<file path="src/rtl/ring_node_pkg.sv">
// Shared ring slot definitions used by every ring stage and the memory controller.
// Slot type encodings live here only; nodes compare against these, never local copies.
package ring_node_pkg;

    localparam int SLOT_TYPE_W = 4;

    typedef enum logic [SLOT_TYPE_W-1:0] {
        SLOT_NULL  = 4'd0,
        SLOT_TOKEN = 4'd1,
        SLOT_ADDR  = 4'd2,
        SLOT_WDATA = 4'd3
    } slot_type_e;

endpackage

</file>
<file path="src/rtl/ring_node.sv">
// Per-core ring node: grabs the TOKEN to insert an ADDR slot (plus WDATA slots for a
// writeback), then collects the refill words addressed to this core from the mc read bus.
module ring_node
    import ring_node_pkg::*;
#(
    parameter int CORENUM     = 1,
    parameter int TSIZE       = 4,
    parameter int SSIZE       = 4,
    parameter int NBWORDS     = 3,
    parameter int NBCACHELINE = 27
) (
    input  logic                   clk,
    input  logic                   reset,
    input  logic [TSIZE-1:0]       slot_type_in,
    input  logic [SSIZE-1:0]       slot_source_in,
    input  logic [31:0]            slot_data_in,
    output logic [TSIZE-1:0]       slot_type_out,
    output logic [SSIZE-1:0]       slot_source_out,
    output logic [31:0]            slot_data_out,
    input  logic [SSIZE-1:0]       mc_dest,
    input  logic [NBWORDS-1:0]     mc_count,
    input  logic [31:0]            mc_data,
    input  logic                   req,
    input  logic                   req_write,
    input  logic [NBCACHELINE-1:0] req_line,
    output logic [NBWORDS-1:0]     wd_word,
    input  logic [31:0]            wd_data,
    output logic                   rd_valid,
    output logic [NBWORDS-1:0]     rd_word,
    output logic [31:0]            rd_data,
    output logic                   ack
);

    localparam int                 NWORDS   = 1 << NBWORDS;
    localparam logic [TSIZE-1:0]   T_NULL   = TSIZE'(SLOT_NULL);
    localparam logic [TSIZE-1:0]   T_TOKEN  = TSIZE'(SLOT_TOKEN);
    localparam logic [TSIZE-1:0]   T_ADDR   = TSIZE'(SLOT_ADDR);
    localparam logic [TSIZE-1:0]   T_WDATA  = TSIZE'(SLOT_WDATA);
    localparam logic [SSIZE-1:0]   MY_ID    = SSIZE'(CORENUM);
    localparam logic [NBWORDS-1:0] LAST_WRD = NBWORDS'(NWORDS - 1);

    typedef enum logic [2:0] {ST_IDLE, ST_WAIT, ST_SEND, ST_REL, ST_RDAT} state_e;

    state_e               r_state, w_state_next;
    logic                 r_write, w_write_next;
    logic [NBWORDS-1:0]   r_wcnt, w_wcnt_next;
    logic                 r_rd_valid, w_rd_valid_next;
    logic [NBWORDS-1:0]   r_rd_word, w_rd_word_next;
    logic [31:0]          r_rd_data, w_rd_data_next;
    logic                 r_ack, w_ack_next;

    logic w_is_token, w_own_ret, w_free, w_capture;

    assign w_is_token = (slot_type_in == T_TOKEN);
    // Our own ADDR/WDATA slots have gone full circle: strip them and treat as empty.
    assign w_own_ret  = (slot_source_in == MY_ID) &&
                        ((slot_type_in == T_ADDR) || (slot_type_in == T_WDATA));
    assign w_free     = (slot_type_in == T_NULL) || w_own_ret;

    always_comb begin
        w_state_next    = r_state;
        w_write_next    = r_write;
        w_wcnt_next     = r_wcnt;
        w_rd_valid_next = 1'b0;
        w_rd_word_next  = r_rd_word;
        w_rd_data_next  = r_rd_data;
        w_ack_next      = 1'b0;
        w_capture       = 1'b0;
        if (w_own_ret) begin
            slot_type_out   = T_NULL;
            slot_source_out = '0;
            slot_data_out   = '0;
        end else begin
            slot_type_out   = slot_type_in;
            slot_source_out = slot_source_in;
            slot_data_out   = slot_data_in;
        end

        case (r_state)
            ST_IDLE: begin
                // Holding off while ack is high keeps a stale req from starting a second miss.
                if (req && !r_ack) begin
                    if (w_is_token) w_capture = 1'b1;
                    else            w_state_next = ST_WAIT;
                end
            end
            ST_WAIT: begin
                if (w_is_token) w_capture = 1'b1;
            end
            ST_SEND: begin
                if (w_free) begin
                    slot_type_out   = T_WDATA;
                    slot_source_out = MY_ID;
                    slot_data_out   = wd_data;
                    w_wcnt_next     = r_wcnt + 1'b1;
                    if (r_wcnt == LAST_WRD) w_state_next = ST_REL;
                end
            end
            ST_REL: begin
                if (w_free) begin
                    slot_type_out   = T_TOKEN;
                    slot_source_out = '0;
                    slot_data_out   = '0;
                    if (r_write) begin
                        w_ack_next   = 1'b1;
                        w_state_next = ST_IDLE;
                    end else begin
                        w_state_next = ST_RDAT;
                    end
                end
            end
            ST_RDAT: begin
                if (mc_dest == MY_ID) begin
                    w_rd_valid_next = 1'b1;
                    w_rd_word_next  = mc_count;
                    w_rd_data_next  = mc_data;
                    if (mc_count == LAST_WRD) begin
                        w_ack_next   = 1'b1;
                        w_state_next = ST_IDLE;
                    end
                end
            end
            default: w_state_next = ST_IDLE;
        endcase

        if (w_capture) begin
            slot_type_out   = T_ADDR;
            slot_source_out = MY_ID;
            slot_data_out   = {{(31 - NBCACHELINE){1'b0}}, req_write, req_line};
            w_write_next    = req_write;
            w_wcnt_next     = '0;
            w_state_next    = req_write ? ST_SEND : ST_REL;
        end
    end

    always_ff @(posedge clk or posedge reset) begin
        if (reset) begin
            r_state    <= ST_IDLE;
            r_write    <= 1'b0;
            r_wcnt     <= '0;
            r_rd_valid <= 1'b0;
            r_rd_word  <= '0;
            r_rd_data  <= '0;
            r_ack      <= 1'b0;
        end else begin
            r_state    <= w_state_next;
            r_write    <= w_write_next;
            r_wcnt     <= w_wcnt_next;
            r_rd_valid <= w_rd_valid_next;
            r_rd_word  <= w_rd_word_next;
            r_rd_data  <= w_rd_data_next;
            r_ack      <= w_ack_next;
        end
    end

    assign wd_word  = r_wcnt;
    assign rd_valid = r_rd_valid;
    assign rd_word  = r_rd_word;
    assign rd_data  = r_rd_data;
    assign ack      = r_ack;

endmodule

</file>
<file path="config.mk">
export PLATFORM = sky130hd
export DESIGN_NAME = ring_node
export DESIGN_NICKNAME = d
export VERILOG_FILES = /design/src/rtl/ring_node_pkg.sv /design/src/rtl/ring_node.sv
export SDC_FILE = /design/constraint.sdc
export NUM_CORES = 1
export LEC_CHECK = 0
export CORE_MARGIN = 2
export CORE_UTILIZATION = 29
export CTS_BUF_LIST = sky130_fd_sc_hd__clkbuf_16
export DETAILED_ROUTE_END_ITERATION = 10
export GPL_TIMING_DRIVEN = 1
export PLACE_DENSITY = 0.79
export SYNTH_ARGS = -nofsm -noshare
export SYNTH_HDL_FRONTEND = slang
export SYNTH_SLANG_ARGS = --single-unit
</file>
<file path="constraint.sdc">
create_clock -name clk -period 1.8 [get_ports clk]
set_input_delay 0.36 -clock clk [delete_from_list [all_inputs] [get_ports clk]]
set_output_delay 0.36 -clock clk [all_outputs]
set_load 0.01 [all_outputs]
</file>
==> flow_metrics.py, run 1 <==
metrics = {
    "worst_setup_path": {
        "cp-startpoint": "slot_type_in[2]",
        "end_kind": "primary output",
        "required_ns": 1.44,
        "rrSetupSlack_ns": 0.07,
        "crit_fanout": 5,
        "cpPeakStageDelay_ns": 0.41,
        "reg2reg_from": "r_state[2]",
        "cp_slowest_cell": "a221oi_2",
        "cp-start-kind": "input port",
        "worstPathCellList": "buf_8 -> buf_6 -> nor4_4 -> buf_4 -> a21boi_4 -> clkbuf_16 -> a221oi_2 -> nor2_1 -> buf_2",
        "arrival_ns": 2.11,
        "crit_type": "in -> out",
    },
    "clock_tree": {
        "insertion_delay_ns": 0.28,
        "htreeDepth": 2,
        "cts_made_buffers": 5,
        "cts_tree": "done",
        "hold_buffers": 0,
        "clkTransAtPathRegs_ns": 0.06,
        "clockBufferDepth": 2,
        "cts_root_buf": "clkbuf_16",
        "cts_sinks": 44,
    },
    "global_routing": {
        "antenna_found_initial": 1,
        "grt_overflow": 0,
        "grt_usage_pct": 26.3,
        "grt_max_degree": 45,
        "grt_pass1_vias": 3741,
        "grt_pass1_wl_mm": 19.9,
    },
    "timing": {
        "min_period_over_period_pct": 137,
        "fin_worst_skew_ns": 0.00284,
        "hold_violations": 0,
        "period_minus_slack_ns": 2.47,
        "setup_viol": 38,
        "rsz0062_at_grt": "yes",
        "finalMaxSlewViolations": 0,
        "relSlewSlack_pct": 71.4,
        "fmax_mhz": 406,
        "setup_ws_ns": -0.665,
        "worst_pin_slew_ns": 0.429,
    },
    "run_status": {
        "violations": "negative setup slack",
        "status": "finished, violations left",
    },
    "die": {
        "num_rows": 33,
        "dieArea_um2": 9340,
        "io-pin-count": 222,
        "die_h_um": 96.7,
        "core_um2": 8260,
        "die_w_um": 96.7,
        "initial_core_util_pct": 30.2,
    },
    "drt": {
        "drt-initial-drc-count": 193,
        "vias": 3756,
        "wl_per_cell_um": 21.0,
        "ant_nets": 0,
        "routed_wl_mm": 14.8,
        "drc_errors": 0,
        "firstDrtPassIters": 5,
        "via_per_inst": 5.33,
    },
    "place": {
        "place_congestion": 0.966,
        "dpl.cell_count": 654,
        "port_buffers": 221,
        "dpl.hpwl_mm": 8.42,
        "postPlaceCellArea_um2": 5130,
    },
    "power": {
        "switching_share_pct": 33.3,
        "p_clk_share_pct": 20.2,
        "seqPwrFrac_pct": 30.7,
        "p_per_area_nw_per_um2": 714,
        "intPower_mw": 2.90,
        "p_sw_mw": 1.45,
        "power_mw": 4.35,
        "combPwrFrac_pct": 49.1,
        "ir_worst_vdd_mv": 0.530,
        "p_leak_nw": 2.80,
    },
    "cells_and_area": {
        "finalNonFillerCells": 705,
        "n_fill_cell": 517,
        "final_area_um2": 6090,
        "mostFrequentLayoutCell": "clkdlybuf4s50_1",
        "area_growth_syn_to_layout_pct": 144,
        "drive_gt1_share_pct": 33.7,
        "seq_area_um2": 1100,
        "fin_nets": 742,
        "layout_common_cells": "clkdlybuf4s50_1, nand2_1, nor2_1, dfrtp_1, buf_4",
        "multi_input_area_um2": 1770,
    },
    "synthesis": {
        "synth_nets": 460,
        "synth.cell_area_um2": 2490,
        "synth_seq_area_share_pct": 44.2,
        "ys_warn_count": 0,
        "ys_ff_latch": 44,
        "synth_area_leaders": "dfrtp_1, nand2_1, nor2_1",
        "synth.distinct_cells": 38,
        "synth_top_area_cell": "dfrtp_1",
        "syn_inst": 316,
        "synth_top_area_share_pct": 44.2,
        "synth.avg_cell_area_um2": 7.88,
    },
    "worst_hold_path": {
        "hp-class": "in -> async",
    },
    "flow_run": {
        "drv_cap": 0,
    },
}
==> power groups by stage <==
stage	clock [mW]	combinational, mW	sequential [mW]
3_3_place_gp	0	1.77	1.33
3_5_place_dp	0	1.81	1.34
4_1_cts	0.901	1.95	1.33
5_1_grt	0.930	2.25	1.35
6_report	0.879	2.13	1.33
2_1_floorplan	0	0.635	1.39
==> per-layer routing <==
| metal | global-route usage, % | share of wire (%) |
|---|---|---|
| met1 | 28.6 | 34 |
| met2 | 47.1 | 49 |
| met3 | 6.94 | 8.7 |
| met4 | 12.6 | 8.3 |
| met5 | 0 | 0 |
==> state kept, by name (all words and copies together), names as in the netlist <==
name	count
r_write	1
rd_data	32
wd_word	3
ack	1
rd_word	3
r_state	3
rd_valid	1
==> worst paths after layout <==
kind                       cells after the start                end
hold reg to reg                                2         rd_data[6]
max in group asynchronous                      3         r_state[0]
setup reg to reg                               8         r_state[0]
setup / recovery                               9  slot_data_out[19]
min in group clk                               2         rd_data[6]
hold / removal                                 3        rd_data[26]
==> synth_stat cells <==
master      n
and3_1      4
nor2b_1     3
a311o_1     1
buf_2       4
o21ai_0     1
a21boi_1    1
clkbuf_1   16
nor3b_1     1
nor4_2      1
nor4b_1     1
or4_1       1
dfrtp_1    44
and2_1      1
a221oi_1   28
nor3_1      1
a32o_1      1
nand2_1   102
nor2_1     68
nor4b_2     1
o22ai_1     1
nand3_1     3
nand4_1     1
mux2i_1     3
nand2b_1    3
xnor2_1     1
o211ai_1    1
a22oi_1     4
inv_1       2
a31oi_1     2
ha_1        2
buf_4       2
o211a_1     1
a21oi_1     3
o32ai_1     1
nor3_4      1
a211o_1     1
mux2_2      3
buf_6       1
==> critical path, delay by kind of cell <==
family | cells | cell delay (ns)
AOI/OAI and AO/OA | 2 | 0.51
buffers and inverters | 5 | 0.75
and+or+nand+nor | 2 | 0.47
==> area by class of cell <==
cell class                 count  share of cell area [%]
sequential                    44                    18.1
antenna                        1                  0.0411
clock inverter                 3                   0.308
tap                          105                    2.16
inverter                       2                   0.123
multi-input combinational    247                    29.0
clock buffer                   5                    2.06
timing repair buffer         298                    48.2
==> cells by family (layout without fill, tap and decap cells) <==
logic type,after synthesis,count (layout),share of synthesized area (%)
muxes,6,6,2.56
DFF,44,44,44.2
buffers and inverters,25,308,4.57
adders and majority gates,2,2,1.00
AOI/OAI and AO/OA,46,46,15.1
and+or+nand+nor,192,192,32.2
other,0,1,0
xor gates and xnor gates,1,1,0.352
==> stage by stage <==
stage                     setup WS, ns  hold WS [ns]  setup TNS [ns]  utilization, %
after floorplan                -0.0534         0.465           -1.19               -
after global placement           -1.13         0.457          -51.70            62.1
after detailed placement         -1.20         0.462          -55.43            62.1
after CTS                       -0.409         0.422          -12.76            70.6
after global routing            -0.788         0.444          -20.92            73.7
final                           -0.665         0.418          -18.10            73.7
==> timing repair <==
action                                  4_1_cts  5_1_grt
gates resized for setup                     279       36
pin swaps                                    23       17
gates cloned                                  6        3
buffers inserted                             31        7
endpoints found under the setup margin       47       44
No activity file was read; power rests on OpenSTA's default activity.
==> run 2: changes to the inputs <==
--- a/config.mk
+++ b/config.mk
@@ -10,6 +10,7 @@
 export CTS_BUF_LIST = sky130_fd_sc_hd__clkbuf_16
 export DETAILED_ROUTE_END_ITERATION = 10
 export GPL_TIMING_DRIVEN = 1
+export HOLD_SLACK_MARGIN = 0.1
 export PLACE_DENSITY = 0.79
 export SYNTH_ARGS = -nofsm -noshare
 export SYNTH_HDL_FRONTEND = slang
==> results of run 2 <==
Same layout as run 1: the final DEF is identical, and so are final timing and power.
==> run 3: changes to the inputs <==
--- a/config.mk
+++ b/config.mk
@@ -5,13 +5,14 @@
 export SDC_FILE = /design/constraint.sdc
 export NUM_CORES = 1
 export LEC_CHECK = 0
-export CORE_MARGIN = 2
-export CORE_UTILIZATION = 29
+export CORE_MARGIN = 1
+export CORE_UTILIZATION = 34
 export CTS_BUF_LIST = sky130_fd_sc_hd__clkbuf_16
+export CTS_CLUSTER_DIAMETER = 120
 export DETAILED_ROUTE_END_ITERATION = 10
 export GPL_TIMING_DRIVEN = 1
 export HOLD_SLACK_MARGIN = 0.1
-export PLACE_DENSITY = 0.79
+export PLACE_DENSITY = 0.87
 export SYNTH_ARGS = -nofsm -noshare
 export SYNTH_HDL_FRONTEND = slang
 export SYNTH_SLANG_ARGS = --single-unit
==> constraint.sdc (replaced) <==
create_clock -name clk -period 3.07 [get_ports clk]
set_input_delay 0.614 -clock clk [delete_from_list [all_inputs] [get_ports clk]]
set_output_delay 0.614 -clock clk [all_outputs]
set_load 0.01 [all_outputs]
==> run 3 against run 2 <==
Core utilization grew 4.9 points. The run now ends clean. Worst hold slack gained 0.055 ns. Register-to-register slack improved by 1.2 ns. Non-clock buffer count shrank 38. First-iteration DRC count down 47%. Setup slack better by 0.75 ns. Combinational power decreased by 51%. Power is 44% lower. Highest routed layer unchanged. Clock skew up 0.0025 ns. Largest cell class unchanged. Count of clock-buffer cells in the layout did not move. Critical path depth did not move. Cell count down 6.4%.
==> flow_metrics.py, run 3 (synthesis results as in run 1) <==
metrics = {
    "global_routing": {
        "grt_pass1_wl_mm": 17.2,
        "grt_usage_pct": 29.3,
        "grt_pass1_vias": 3471,
        "grt_overflow": 0,
        "antenna_found_initial": 1,
        "grt_max_degree": 38,
    },
    "timing": {
        "hold_violations": 0,
        "worst_pin_slew_ns": 0.855,
        "fmax_mhz": 335,
        "setup_ws_ns": 0.0816,
        "setup_viol": 0,
        "period_minus_slack_ns": 2.99,
        "relSlewSlack_pct": 42.9,
        "finalMaxSlewViolations": 0,
        "fin_worst_skew_ns": 0.00534,
        "min_period_over_period_pct": 97.3,
    },
    "drt": {
        "wl_met3_um": 989,
        "firstDrtPassIters": 4,
        "routed.top_layer": "met4",
        "via_per_inst": 5.24,
        "routed_wl_mm": 11.9,
        "vias": 3461,
        "drt-initial-drc-count": 102,
        "ant_nets": 0,
        "drc_errors": 0,
        "wl_per_cell_um": 18.1,
        "m1WireLength_mm": 4.18,
        "routed-wl-met2_mm": 6.17,
    },
    "die": {
        "initial_core_util_pct": 35.9,
        "dieArea_um2": 7670,
        "die_h_um": 87.6,
        "io-pin-count": 222,
        "core_um2": 6940,
        "die_w_um": 87.6,
        "num_rows": 30,
    },
    "worst_setup_path": {
        "cp_common_cell": "dlygate4sd2_1",
        "arrival_ns": 2.37,
        "end_kind": "primary output",
        "worstPathCellList": "dlygate4sd2_1 -> nor4_4 -> a31oi_4 -> nor3_4 -> buf_4 -> buf_6 -> a22oi_1 -> nor2_1 -> dlygate4sd2_1",
        "cp_slowest_cell": "nor4_4",
        "cpPeakStageDelay_ns": 0.35,
        "required_ns": 2.46,
        "crit_type": "in -> out",
        "reg2reg_from": "r_state[0]",
        "rr_endpoint": "rd_data[8]",
        "rrSetupSlack_ns": 1.30,
        "reg2reg_depth": 7,
        "cp-start-kind": "input port",
        "crit_fanout": 12,
    },
    "place": {
        "dpl.hpwl_mm": 8.22,
        "dpl_worst_slack_ns": -0.900,
        "postPlaceCellArea_um2": 4970,
        "port_buffers": 221,
        "place_congestion": 0.783,
    },
    "cells_and_area": {
        "layout_common_cells": "clkdlybuf4s50_1, nand2_1, nor2_1, dfrtp_1, buf_4",
        "drive_gt1_share_pct": 21.5,
        "mostFrequentLayoutCell": "clkdlybuf4s50_1",
        "final_core_util_pct": 78.6,
        "fin_nets": 706,
        "final_area_um2": 5460,
        "area_growth_syn_to_layout_pct": 119,
        "largest_reg_flops": 32,
        "n_fill_cell": 457,
    },
    "power": {
        "intPower_mw": 1.66,
        "p_clk_share_pct": 25.4,
        "seqPwrFrac_pct": 32.1,
        "p_per_area_nw_per_um2": 447,
        "combPwrFrac_pct": 42.5,
        "p_leak_nw": 2.56,
        "p_sw_uw": 784,
        "switching_share_pct": 32.1,
        "ir_worst_vdd_mv": 0.346,
    },
    "clock_tree": {
        "clkTransAtPathRegs_ns": 0.06,
        "cts_tree": "done",
        "insertion_delay_ns": 0.29,
        "cts_sinks": 44,
        "clockBufferDepth": 2,
        "cts_root_buf": "clkbuf_16",
        "cts_made_buffers": 5,
        "hold_buffers": 0,
        "htreeDepth": 2,
    },
    "worst_hold_path": {
        "hold_path.startpoint": "rd_data[28]",
        "hold_end": "rd_data[28]",
        "hp-class": "reg -> reg",
        "whs_path_depth": 2,
    },
    "flow_run": {
        "drv_cap": 0,
    },
    "run_status": {
        "status": "finished clean",
    },
}
==> run 3: cell types whose count changed in the layout (fill, tap and decap cells not counted), moves of 6 or more <==
cell and delta:
nor2_1 +19, buf_6 -20, a221oi_4 -8, clkdlybuf4s15_2 +8
clkdlybuf4s50_1 +6, nor2_2 -14, buf_12 -6, a221oi_2 +8
buf_4 -9, buf_2 -20
==> run 3: worst max-delay path by stage <==
stage,start,to,slack [ns],depth (start not counted)
floorplan,slot_type_in[0],slot_data_out[22],0.61,6
global placement,slot_type_in[3],slot_data_out[29],-0.82,8
detailed placement,slot_type_in[3],slot_data_out[30],-0.90,8
CTS,slot_source_in[0],slot_source_out[2],-0.13,8
global route,slot_type_in[2],slot_data_out[31],-0.03,9
finish,slot_type_in[2],slot_data_out[29],0.08,9
==> run 3: what timing repair did <==
action,4_1_cts,5_1_grt
pin swaps,14,6
gates cloned,3,1
buffers inserted,3,5
setup endpoints to repair,38,37
gates resized for setup,147,27
==> run 3: power by group through the flow <==
stage                     registers (mW)  logic, mW  clock network (mW)
after global routing               0.799       1.11               0.658
after global placement             0.782      0.969                   0
final                              0.783       1.04               0.619
after floorplan                    0.811      0.359                   0
after CTS                          0.781       1.02               0.623
after detailed placement           0.790       1.00                   0
==> run 3: layout make-up <==
type	count	area (um^2)	area share, %
antenna	1	2.50	0.0459
tap	96	120	2.20
inverter	2	7.51	0.138
clock buffer	5	125	2.29
multi-input combinational	249	1560	28.7
timing repair buffer	260	2490	45.6
clock inverter	3	46.3	0.849
sequential	44	1100	20.2
==> run 3: critical path, delay by kind of cell <==
family / cells / cell delay (ns)
AOI/OAI and AO/OA: 2 / 0.19
and+or+nand+nor: 3 / 0.65
buffers and inverters: 4 / 0.90
==> run 3: stage by stage <==
step	power [mW]	setup TNS [ns]	std cells	hold slack, ns
final	2.44	0	660	0.474
after global routing	2.56	-0.0876	660	0.495
after CTS	2.42	-0.645	653	0.477
after detailed placement	1.79	-28.62	639	0.461
after global placement	1.75	-26.59	639	0.459
after floorplan	1.17	0	316	0.469
==> run 3: routing by layer <==
layer,global-route usage (%),vias to the layer above
met5,0,-
met2,54.0,174
met3,8.77,56
met4,14.2,0
met1,30.1,1654
li1,-,1577
